--- src/rtl/sblock_cfg_pkg.sv ---
// Shared constants, FSM state type and frame field helpers for the switch-block
// configuration loader.
package sblock_cfg_pkg;

  localparam int unsigned SB_FRAME_W = 18;
  localparam int unsigned SB_DOTS    = 9;

  typedef enum logic [1:0] {
    IDLE,
    SHIFT,
    WRITE,
    DONE
  } cfg_state_e;

  // Horizontal dot-control bits occupy the upper half of a frame.
  function automatic logic [SB_DOTS-1:0] frame_h(input logic [SB_FRAME_W-1:0] frame);
    return frame[SB_FRAME_W-1:SB_DOTS];
  endfunction

  function automatic logic [SB_DOTS-1:0] frame_v(input logic [SB_FRAME_W-1:0] frame);
    return frame[SB_DOTS-1:0];
  endfunction

endpackage

--- src/rtl/sblock_cfg_loader_if.sv ---
// Serial configuration bitstream handshake between the bit source (master)
// and the loader (slave).
interface sblock_cfg_loader_if;

  logic cfg_valid;
  logic cfg_bit;
  logic cfg_ready;

  modport master (output cfg_valid, output cfg_bit, input cfg_ready);
  modport slave  (input cfg_valid, input cfg_bit, output cfg_ready);

endinterface

--- src/rtl/sblock_frame_shifter.sv ---
// MSB-first frame assembler: shift register plus accept counter that flags the
// cycle in which the final bit of a frame is taken.
module sblock_frame_shifter import sblock_cfg_pkg::*; #(
  parameter int unsigned FRAME_W = SB_FRAME_W
) (
  input  logic               clk,
  input  logic               rst_n,
  input  logic               clear_i,
  input  logic               accept_i,
  input  logic               bit_i,
  output logic [FRAME_W-1:0] frame_next_o,
  output logic               frame_full_o
);

  localparam int unsigned CntW = $clog2(FRAME_W + 1);

  logic [FRAME_W-1:0] shreg_q;
  logic [CntW-1:0]    count_q;

  // Frame as it will look once the current bit is shifted in; lets the owner
  // capture a completed frame on the same edge that accepts its last bit.
  assign frame_next_o = {shreg_q[FRAME_W-2:0], bit_i};
  assign frame_full_o = accept_i && (count_q == CntW'(FRAME_W - 1));

  always_ff @(posedge clk or negedge rst_n) begin
    if (!rst_n) begin
      shreg_q <= '0;
      count_q <= '0;
    end else if (clear_i) begin
      count_q <= '0;
    end else if (accept_i) begin
      shreg_q <= frame_next_o;
      count_q <= count_q + 1'b1;
    end
  end

endmodule

--- src/rtl/sblock_cfg_loader.sv ---
// Switch-block configuration writer: assembles serial frames and strobes them
// into the blocks in ascending index order over a shared bits bus.
module sblock_cfg_loader import sblock_cfg_pkg::*; #(
  parameter int unsigned NUM_SB  = 4,
  parameter int unsigned FRAME_W = SB_FRAME_W
) (
  input  logic                clk,
  input  logic                rst_n,
  input  logic                start_i,
  input  logic                abort_i,
  sblock_cfg_loader_if.slave  cfg,
  output logic [FRAME_W-1:0]  bits_o,
  output logic [NUM_SB-1:0]   wr_en_o,
  output logic                busy_o,
  output logic                done_o
);

  localparam int unsigned IdxW = (NUM_SB > 1) ? $clog2(NUM_SB) : 1;

  cfg_state_e         state_q, state_d;
  logic [IdxW-1:0]    idx_q, idx_d;
  logic               clear;
  logic               accept;
  logic               frame_full;
  logic [FRAME_W-1:0] frame_next;

  logic               ready_q;
  logic               busy_q;
  logic               done_q;
  logic [NUM_SB-1:0]  wr_en_q, wr_en_d;
  logic [FRAME_W-1:0] bits_q;

  assign accept        = cfg.cfg_valid & ready_q;
  assign cfg.cfg_ready = ready_q;

  sblock_frame_shifter #(
    .FRAME_W (FRAME_W)
  ) u_shifter (
    .clk          (clk),
    .rst_n        (rst_n),
    .clear_i      (clear),
    .accept_i     (accept),
    .bit_i        (cfg.cfg_bit),
    .frame_next_o (frame_next),
    .frame_full_o (frame_full)
  );

  always_comb begin
    state_d = state_q;
    idx_d   = idx_q;
    clear   = 1'b0;
    unique case (state_q)
      IDLE: begin
        if (start_i) begin
          state_d = SHIFT;
          idx_d   = '0;
          clear   = 1'b1;
        end
      end
      SHIFT: begin
        if (abort_i) begin
          state_d = IDLE;
          clear   = 1'b1;
        end else if (frame_full) begin
          state_d = WRITE;
        end
      end
      WRITE: begin
        if (abort_i) begin
          state_d = IDLE;
        end else if (idx_q == IdxW'(NUM_SB - 1)) begin
          state_d = DONE;
        end else begin
          state_d = SHIFT;
          idx_d   = idx_q + 1'b1;
          clear   = 1'b1;
        end
      end
      DONE: begin
        state_d = IDLE;
      end
      default: begin
        state_d = IDLE;
      end
    endcase
  end

  always_comb begin
    wr_en_d = '0;
    for (int unsigned k = 0; k < NUM_SB; k++) begin
      wr_en_d[k] = (state_d == WRITE) && (idx_d == IdxW'(k));
    end
  end

  always_ff @(posedge clk or negedge rst_n) begin
    if (!rst_n) begin
      state_q <= IDLE;
      idx_q   <= '0;
    end else begin
      state_q <= state_d;
      idx_q   <= idx_d;
    end
  end

  // Outputs are registered from next-state so they line up with the state they describe.
  always_ff @(posedge clk or negedge rst_n) begin
    if (!rst_n) begin
      ready_q <= 1'b0;
      busy_q  <= 1'b0;
      done_q  <= 1'b0;
      wr_en_q <= '0;
      bits_q  <= '0;
    end else begin
      ready_q <= (state_d == SHIFT);
      busy_q  <= (state_d != IDLE);
      done_q  <= (state_d == DONE);
      wr_en_q <= wr_en_d;
      if (state_q == SHIFT && state_d == WRITE) begin
        bits_q <= frame_next;
      end
    end
  end

  assign bits_o  = bits_q;
  assign wr_en_o = wr_en_q;
  assign busy_o  = busy_q;
  assign done_o  = done_q;

endmodule
--- src/flat_wrapper.sv ---
// flat-port wrapper written by rule: the top's interface ports become plain ports
module sblock_cfg_loader_flat import sblock_cfg_pkg::*;
#(
  parameter int unsigned NUM_SB  = 4,
  parameter int unsigned FRAME_W = SB_FRAME_W
)
  (clk, rst_n, start_i, abort_i, bits_o, wr_en_o, busy_o, done_o, cfg_cfg_valid, cfg_cfg_bit, cfg_cfg_ready);
  sblock_cfg_loader_if cfg_i ();
  input  logic clk;
  input  logic rst_n;
  input  logic start_i;
  input  logic abort_i;
  output logic [FRAME_W-1:0] bits_o;
  output logic [NUM_SB-1:0] wr_en_o;
  output logic busy_o;
  output logic done_o;
  input wire logic [$bits(cfg_i.cfg_valid)-1:0] cfg_cfg_valid;
  input wire logic [$bits(cfg_i.cfg_bit)-1:0] cfg_cfg_bit;
  output wire logic [$bits(cfg_i.cfg_ready)-1:0] cfg_cfg_ready;
  assign cfg_i.cfg_valid = cfg_cfg_valid;
  assign cfg_i.cfg_bit = cfg_cfg_bit;
  assign cfg_cfg_ready = cfg_i.cfg_ready;
  sblock_cfg_loader #(.NUM_SB(NUM_SB), .FRAME_W(FRAME_W)) u_core (.clk(clk), .rst_n(rst_n), .start_i(start_i), .abort_i(abort_i), .cfg(cfg_i), .bits_o(bits_o), .wr_en_o(wr_en_o), .busy_o(busy_o), .done_o(done_o));
endmodule
--- config.mk ---
export PLATFORM = sky130hd
export DESIGN_NAME = sblock_cfg_loader_flat
export DESIGN_NICKNAME = d
export VERILOG_FILES = /design/src/rtl/sblock_cfg_pkg.sv /design/src/rtl/sblock_cfg_loader_if.sv /design/src/rtl/sblock_frame_shifter.sv /design/src/rtl/sblock_cfg_loader.sv /design/src/flat_wrapper.sv
export SDC_FILE = /design/constraint.sdc
export NUM_CORES = 1
export LEC_CHECK = 0
export ABC_AREA = 1
export BUFFER_PORTS_ARGS = -buffer_cell sky130_fd_sc_hd__buf_2
export CAP_MARGIN = 20
export CORE_MARGIN = 2
export CORE_UTILIZATION = 37
export CTS_CLUSTER_SIZE = 25
export DETAILED_ROUTE_END_ITERATION = 16
export GPL_ROUTABILITY_DRIVEN = 0
export PLACE_DENSITY = 0.54
export SETUP_SLACK_MARGIN = 0.1
export SYNTH_ARGS = -nofsm -noshare
export SYNTH_HDL_FRONTEND = slang
export SYNTH_HIERARCHICAL = 1
export SYNTH_SLANG_ARGS = --single-unit
--- constraint.sdc ---
create_clock -name clk -period 1.8 [get_ports clk]
set_clock_uncertainty 0.1 [all_clocks]
set_input_delay 0.18 -clock clk [delete_from_list [all_inputs] [get_ports clk]]
set_output_delay 0.18 -clock clk [all_outputs]
set_load 0.02 [all_outputs]
==> results of run 1 <==
## repair_timing
| item | CTS | global route |
|---|---|---|
| cloned | 0 | 1 |
| resized for setup | 1 | 3 |
| hold buffers | 1 | 0 |
| setup buffers | 0 | 2 |
| hold endpoints to repair | 15 | 0 |
| endpoints found under the setup margin | 18 | 21 |
| pin swaps | 1 | 2 |
## stage by stage
step	power (mW)	utilization [%]	cell area [µm²]	setup slack [ns]	hold WS, ns
final	2.486	45.78	2536	0.2013	0.01232
after global routing	2.633	45.78	2536	0.07763	0.01463
after CTS	2.520	45.01	2494	0.1043	0.003287
after detailed placement	1.795	42.91	2377	0.06709	0.02870
after global placement	1.788	42.91	2377	0.1041	0.02450
after floorplan	1.680	-	2152	0.1591	-0.2156
## worst max-delay path: stages, from the launching register on
cell and delay [ns]:
dfrtp_1 0.41, inv_1 0.06, ha_1 0.13, inv_1 0.04
nor4_2 0.17, inv_1 0.11, nor2_4 0.13, buf_12 0.13
buf_2 0.14, nand2_1 0.06, nand2_1 0.06
## layout make-up
cell class	count	area, µm²	share of cell area, %
Multi-Input combinational cell	158	723.2	28.52
Sequential cell	51	1277	50.37
Clock inverter	1	7.507	0.2960
Timing Repair Buffer	41	265.3	10.46
Clock buffer	7	96.34	3.799
Tap cell	72	90.09	3.552
Inverter	19	76.32	3.009
## cells in the mapped netlist (all sizes together)
library cell,instances
a21oi,3
buf,9
dfrtp,51
ha,2
inv,19
nand2,104
nand3,20
nand4,1
nor2,22
nor3,1
nor4,1
o21ai,4
## final timing paths
path	start	to	slack [ns]	cells past startpoint
max in group asynchronous	rst_n	u_core/u_shifter/shreg_q[16]	0.86	3
min in group asynchronous	rst_n	u_core/wr_en_o[1]	0.23	2
max	u_core/u_shifter/count_q[1]	u_core/bits_o[0]	0.20	10
min reg2reg	u_core/bits_o[15]	u_core/bits_o[15]	0.37	2
min	cfg_cfg_bit	u_core/bits_o[0]	0.01	3
max reg2reg	u_core/u_shifter/count_q[1]	u_core/bits_o[0]	0.20	10
## power groups by stage
| stage | registers [mW] | logic (mW) | clock network [mW] |
|---|---|---|---|
| finish | 1.43 | 0.338 | 0.718 |
| global route | 1.45 | 0.389 | 0.791 |
| CTS | 1.43 | 0.344 | 0.744 |
| detailed placement | 1.45 | 0.341 | 0 |
| global placement | 1.45 | 0.338 | 0 |
| floorplan | 1.43 | 0.249 | 0 |
## placed cells by master, fill, tap and decap left out, types with 2 or more instances in the layout
| cell | netlist | routed |
|---|---|---|
| dfrtp_1 | 51 | 50 |
| buf_4 | 4 | 5 |
| inv_1 | 16 | 16 |
| inv_2 | 3 | 2 |
| nor2_1 | 18 | 18 |
| buf_6 | 4 | 2 |
| buf_12 | 0 | 2 |
| nand3_1 | 20 | 20 |
| ha_1 | 2 | 2 |
| nor2_2 | 2 | 2 |
| a21oi_2 | 2 | 2 |
| nand2_2 | 2 | 2 |
| nand2_1 | 101 | 101 |
| o21ai_2 | 4 | 4 |
| nor2_4 | 2 | 2 |
| buf_2 | 1 | 31 |
| clkbuf_8 | 0 | 7 |
## metal layers
metal | wire length (µm) | vias up | global-route usage [%]
li1 | - | 808 | -
met1 | 1892 | 723 | 17.85
met2 | 1795 | 29 | 22.50
met3 | 157 | 2 | 3.708
met4 | 27 | 0 | 3.559
met5 | 0 | - | 0
## flip-flops by register name (all words and copies together) (netlist names)
register	cells
u_core/idx_q	2
u_core/u_shifter/count_q	5
u_core/bits_o	18
u_core/done_o	1
u_core/cfg.cfg_ready	1
u_core/state_q	2
u_core/busy_o	1
u_core/wr_en_o	4
u_core/u_shifter/shreg_q	17
## logic make-up (layout without fill, tap and decap cells)
group / Yosys count / count (layout)
and+or+nand+nor: 149 / 149
DFF: 51 / 51
buffers and inverters: 28 / 68
AOI/OAI and AO/OA: 7 / 7
adders and majority gates: 2 / 2
==> results by group, run 1 <==
Outcome
  • Outcome: complete, no violations

Worst setup path
  • Setup CP Type: reg -> reg
  • Worst Path Max Fanout: 7
  • Crit path DAT: about 1.7 ns
  • Critical path startpoint category: flop
  • WP data required: slightly below 2 ns
  • Crit end category: flop

Pwr
  • Internal power: 1.786 mW
  • Power per cell area: 980.0 nW/µm²
  • Clock network power share: 28.9%
  • Logic pwr share: 13.6%
  • Sequential share of power: 57.5%
  • VDD IR-drop max: 363.8 µV
  • Switching pwr: 0.6998 mW
  • Sw frac: 28.16%
  • P_leak: 1.455 nW

Yosys
  • Simple-gate share of the synthesized area: around 30%
  • Main combinational cell family by area after synthesis: simple AND/OR/NAND/NOR gates
  • Post-Syn Instances: 237
  • Mux share of post-synthesis cell area: 0%
  • Synth warn: 6
  • Area share of the largest cell type after synthesis: 59.51%
  • Synth area leaders: dfrtp_1 (60%), nand2_1 (18%), nand3_1 (4.7%)
  • Xor/xnor cell area share of the yosys netlist: 0%
  • Synth cell types: 20
  • Area fraction in compound gates after synthesis: 2.684%
  • Mapped Area: 2145 µm²
  • Most area-hungry cell type in the Yosys netlist: dfrtp_1
  • Synth Register Bits: 51
  • Mean Syn Cell Area: 9.049 µm²
  • Register area share after synthesis: 59.51%
  • Post-Syn Nets: between 200 and 250
  • Post-synthesis adder-cell area fraction: 1.167%

GRT
  • Tot GR Track Use: 13.68%
  • Largest net degree at the start of global routing: 37
  • Initial antenna violation count: 0
  • Total grt overflow: 0
  • First-pass GRT wire length: 6.858 mm
  • Vias in the first global route: 1506

Cells and area
  • ANT cells: 0
  • Fillers: ~570
  • Final nets: 284
  • Fraction of layout cells with a size suffix above 1: 24.55%
  • Non-Filler Instances: approximately 350
  • Layout area overhead: 18.26%

Detailed routing
  • Drt pass-1 iters: 4
  • DRT antenna net count: 0
  • Total number of vias: 1562
  • Routed wire length per instance: 11.09 µm
  • Final WL: 3.872 mm
  • First DRT Iteration DRCs: 95
  • Drc violations: 0
  • Via/cell ratio: 4.476

Clock tree
  • Num CTS Buffers: 5
  • Clk Latency, worst-skew pair: 0.30 ns
  • CTS root buffer: clkbuf_8
  • Htree depth: 2
  • Clock sinks: 51
  • Max Root-Sink Buffers: 2
  • CTS tree: done
  • Clock-pin slew on the worst setup and hold paths: 0.09 ns

Floorplanning
  • Die area: 6421 µm²
  • Row Count: 27
  • Std-Cell Core Area: between 5000 and 6000 µm²
  • DIE WIDTH: 80.13 µm
  • I/O pin count: 31
  • Initial Util: between 30% and 40%
  • Die Y: 80.13 µm

STA
  • Final Hold Viols: 0
  • Fmax: 625.5 MHz
  • Total negative slack: 0 ns
  • Final Setup Violations: 0
  • Final Slew Violations: 0
  • Least-Margin Pin Slew: 0.3845 ns
  • Period utilization: slightly below 90%
  • Rel. slew slack: approximately three quarters
  • Final min period: 1.599 ns
  • RSZ-0062 raised after global routing: false

Place
  • Port Buf Inserts: 30
  • Dpl hpwl: around 2.6 mm
  • Placed insts: 337

Run
  • # Max-Cap Violations: 0

Min path
  • Hold Path Class: in -> reg
(Power assumes the default switching activity.)
==> run 2, diff against run 1 <==
- CORE_ASPECT_RATIO: unset -> 1.2
==> run 2 against run 1 <==
Combinational power increased by 3%; register-to-register slack about the same; setup slack improved by 0.00051 ns; cell area increased by 1.6%.
==> results by group, run 2 (synthesized netlist as in run 1, its figures left out) <==
GRT
  • Largest net degree at the start of global routing: 24
  • Total grt overflow: 0
  • Met3 Track Usage GR: between 3 and 4%
  • First-pass GRT wire length: slightly below 7 mm
  • M2 GR Usage: 23.05%
  • Initial antenna violation count: 0
  • Vias in the first global route: 1518
  • Met1 GRT Util: 16.73%
  • Most used routing layer: met2
  • Tot GR Track Use: about 14%

STA
  • Setup WS post-layout: 0.2018 ns
  • Fmax: 625.7 MHz
  • Final min period: approximately 1.6 ns
  • Final Hold Viols: 0
  • Final Slew Violations: 0
  • Rel. slew slack: 72.33%
  • RSZ-0062 raised after global routing: true
  • Total negative slack: 0 ns
  • Final Setup Violations: 0
  • Period utilization: 88.79%
  • Least-Margin Pin Slew: roughly 0.42 ns

Clock tree
  • Num CTS Buffers: 5
  • Htree depth: 2
  • CTS root buffer: clkbuf_8
  • Clk Latency, worst-skew pair: about 0.30 ns
  • Max Root-Sink Buffers: 2
  • Clock sinks: 51
  • Clock-pin slew on the worst setup and hold paths: 0.09 ns
  • CTS tree: done

Cells and area
  • Final nets: ~290
  • Most frequent cells in the layout: nand2_1 (96), dfrtp_1 (50), buf_2 (30)
  • ANT cells: 0
  • Area occupied by multi-input gates: 758.2 µm²
  • Layout area overhead: 20.13%
  • Largest register FFs: 18
  • Sequential cell area: about 1300 µm²
  • Fillers: about 560
  • Fraction of layout cells with a size suffix above 1: 27.34%
  • Most common cell after layout, fill and taps aside: nand2_1

Worst setup path
  • Critical path startpoint category: flop
  • Worst Path Max Fanout: 8
  • Crit end category: flop
  • WP data required: 1.94 ns
  • Crit path DAT: 1.74 ns
  • Setup CP Type: reg -> reg

Pwr
  • P_leak: 1.456 nW
  • VDD IR-drop max: 379.0 µV
  • Power per cell area: 936.9 nW/µm²

Floorplanning
  • I/O pin count: 31
  • Initial Util: 38.09%
  • Die area: 6424 µm²
  • Row Count: 30
  • DIE WIDTH: 73.50 µm
  • Std-Cell Core Area: about 5600 µm²
  • Die Y: 87.40 µm

Place
  • Dpl hpwl: roughly 2.7 mm
  • Port Buf Inserts: 30
  • Pre-CTS setup slack: ~0.025 ns

Detailed routing
  • Drc violations: 0
  • Drt pass-1 iters: 4
  • DRT antenna net count: 0
  • First DRT Iteration DRCs: 91
  • Total number of vias: around 1600
  • Routed wire length per instance: 11.57 µm
  • Via/cell ratio: ~4.7
  • Final WL: between 3 and 4 mm

Outcome
  • Outcome: complete, no violations

Run
  • # Max-Cap Violations: 0

Min path
  • Hold Path Class: in -> reg
## run 2: cell count changes in the layout (fill, tap and decap cells not counted), sizes merged
| cell | delta |
|---|---|
| clkinv | +1 |
## run 2: worst max-delay path, stage by stage, from the launching register on
cell       delay (ns)
dfrtp_1          0.42
inv_1            0.07
ha_2             0.16
inv_2            0.04
nor4_4           0.14
inv_1            0.10
nor2_4           0.11
buf_12           0.16
clkbuf_16        0.14
nand2_1          0.05
nand2_1          0.06
## run 2: area by class of cell
| cell class | count | share of cell area, % |
|---|---|---|
| sequential | 51 | 49.59 |
| tap | 64 | 3.108 |
| timing repair buffer | 42 | 11.32 |
| clock inverter | 2 | 0.4857 |
| clock buffer | 6 | 2.817 |
| inverter | 19 | 3.254 |
| multi-input combinational | 158 | 29.43 |
## run 2: timing repair
item / in CTS / in global routing
buffers inserted: 1 / 0
gates resized for setup: 4 / 17
endpoints found under the setup margin: 18 / 24
endpoints found under the hold margin: 18 / 0
hold buffers: 1 / 0
pin swaps: 1 / 1
gates cloned: 1 / 1
## run 2: report_power, final
part / internal (mW) / switching (mW)
clock network: 0.272 / 0.357
registers: 1.31 / 0.129
logic: 0.130 / 0.218
## run 2: worst paths after layout
| check | depth (start not counted) | start | slack, ns | endpoint |
|---|---|---|---|---|
| worst max register to register | 10 | u_core/u_shifter/count_q[1] | 0.20 | u_core/bits_o[13] |
| worst min register to register | 2 | u_core/bits_o[4] | 0.37 | u_core/bits_o[4] |
| worst max-delay path | 10 | u_core/u_shifter/count_q[1] | 0.20 | u_core/bits_o[13] |
| max in group asynchronous | 3 | rst_n | 0.78 | u_core/u_shifter/shreg_q[6] |
| min in group asynchronous | 2 | rst_n | 0.25 | u_core/wr_en_o[0] |
| worst min-delay path | 3 | cfg_cfg_bit | 0.01 | u_core/bits_o[0] |
## run 2: routing by layer
metal | wire length [µm] | vias up
li1 | - | 803
met1 | 1718 | 781
met2 | 2083 | 23
met3 | 124 | 2
met4 | 31 | 0
met5 | 0 | -
## run 2: through the flow
stage / hold slack [ns] / power, mW / instances / util (%) / cell area (µm²)
floorplan: -0.2156 / 1.680 / 237 / - / 2152
global placement: 0.04154 / 1.787 / 330 / 41.96 / 2362
detailed placement: 0.04550 / 1.797 / 330 / 41.96 / 2362
CTS: 0.0007098 / 2.448 / 341 / 44.31 / 2495
global route: 0.02181 / 2.569 / 342 / 45.76 / 2576
finish: 0.01379 / 2.414 / 342 / 45.76 / 2576
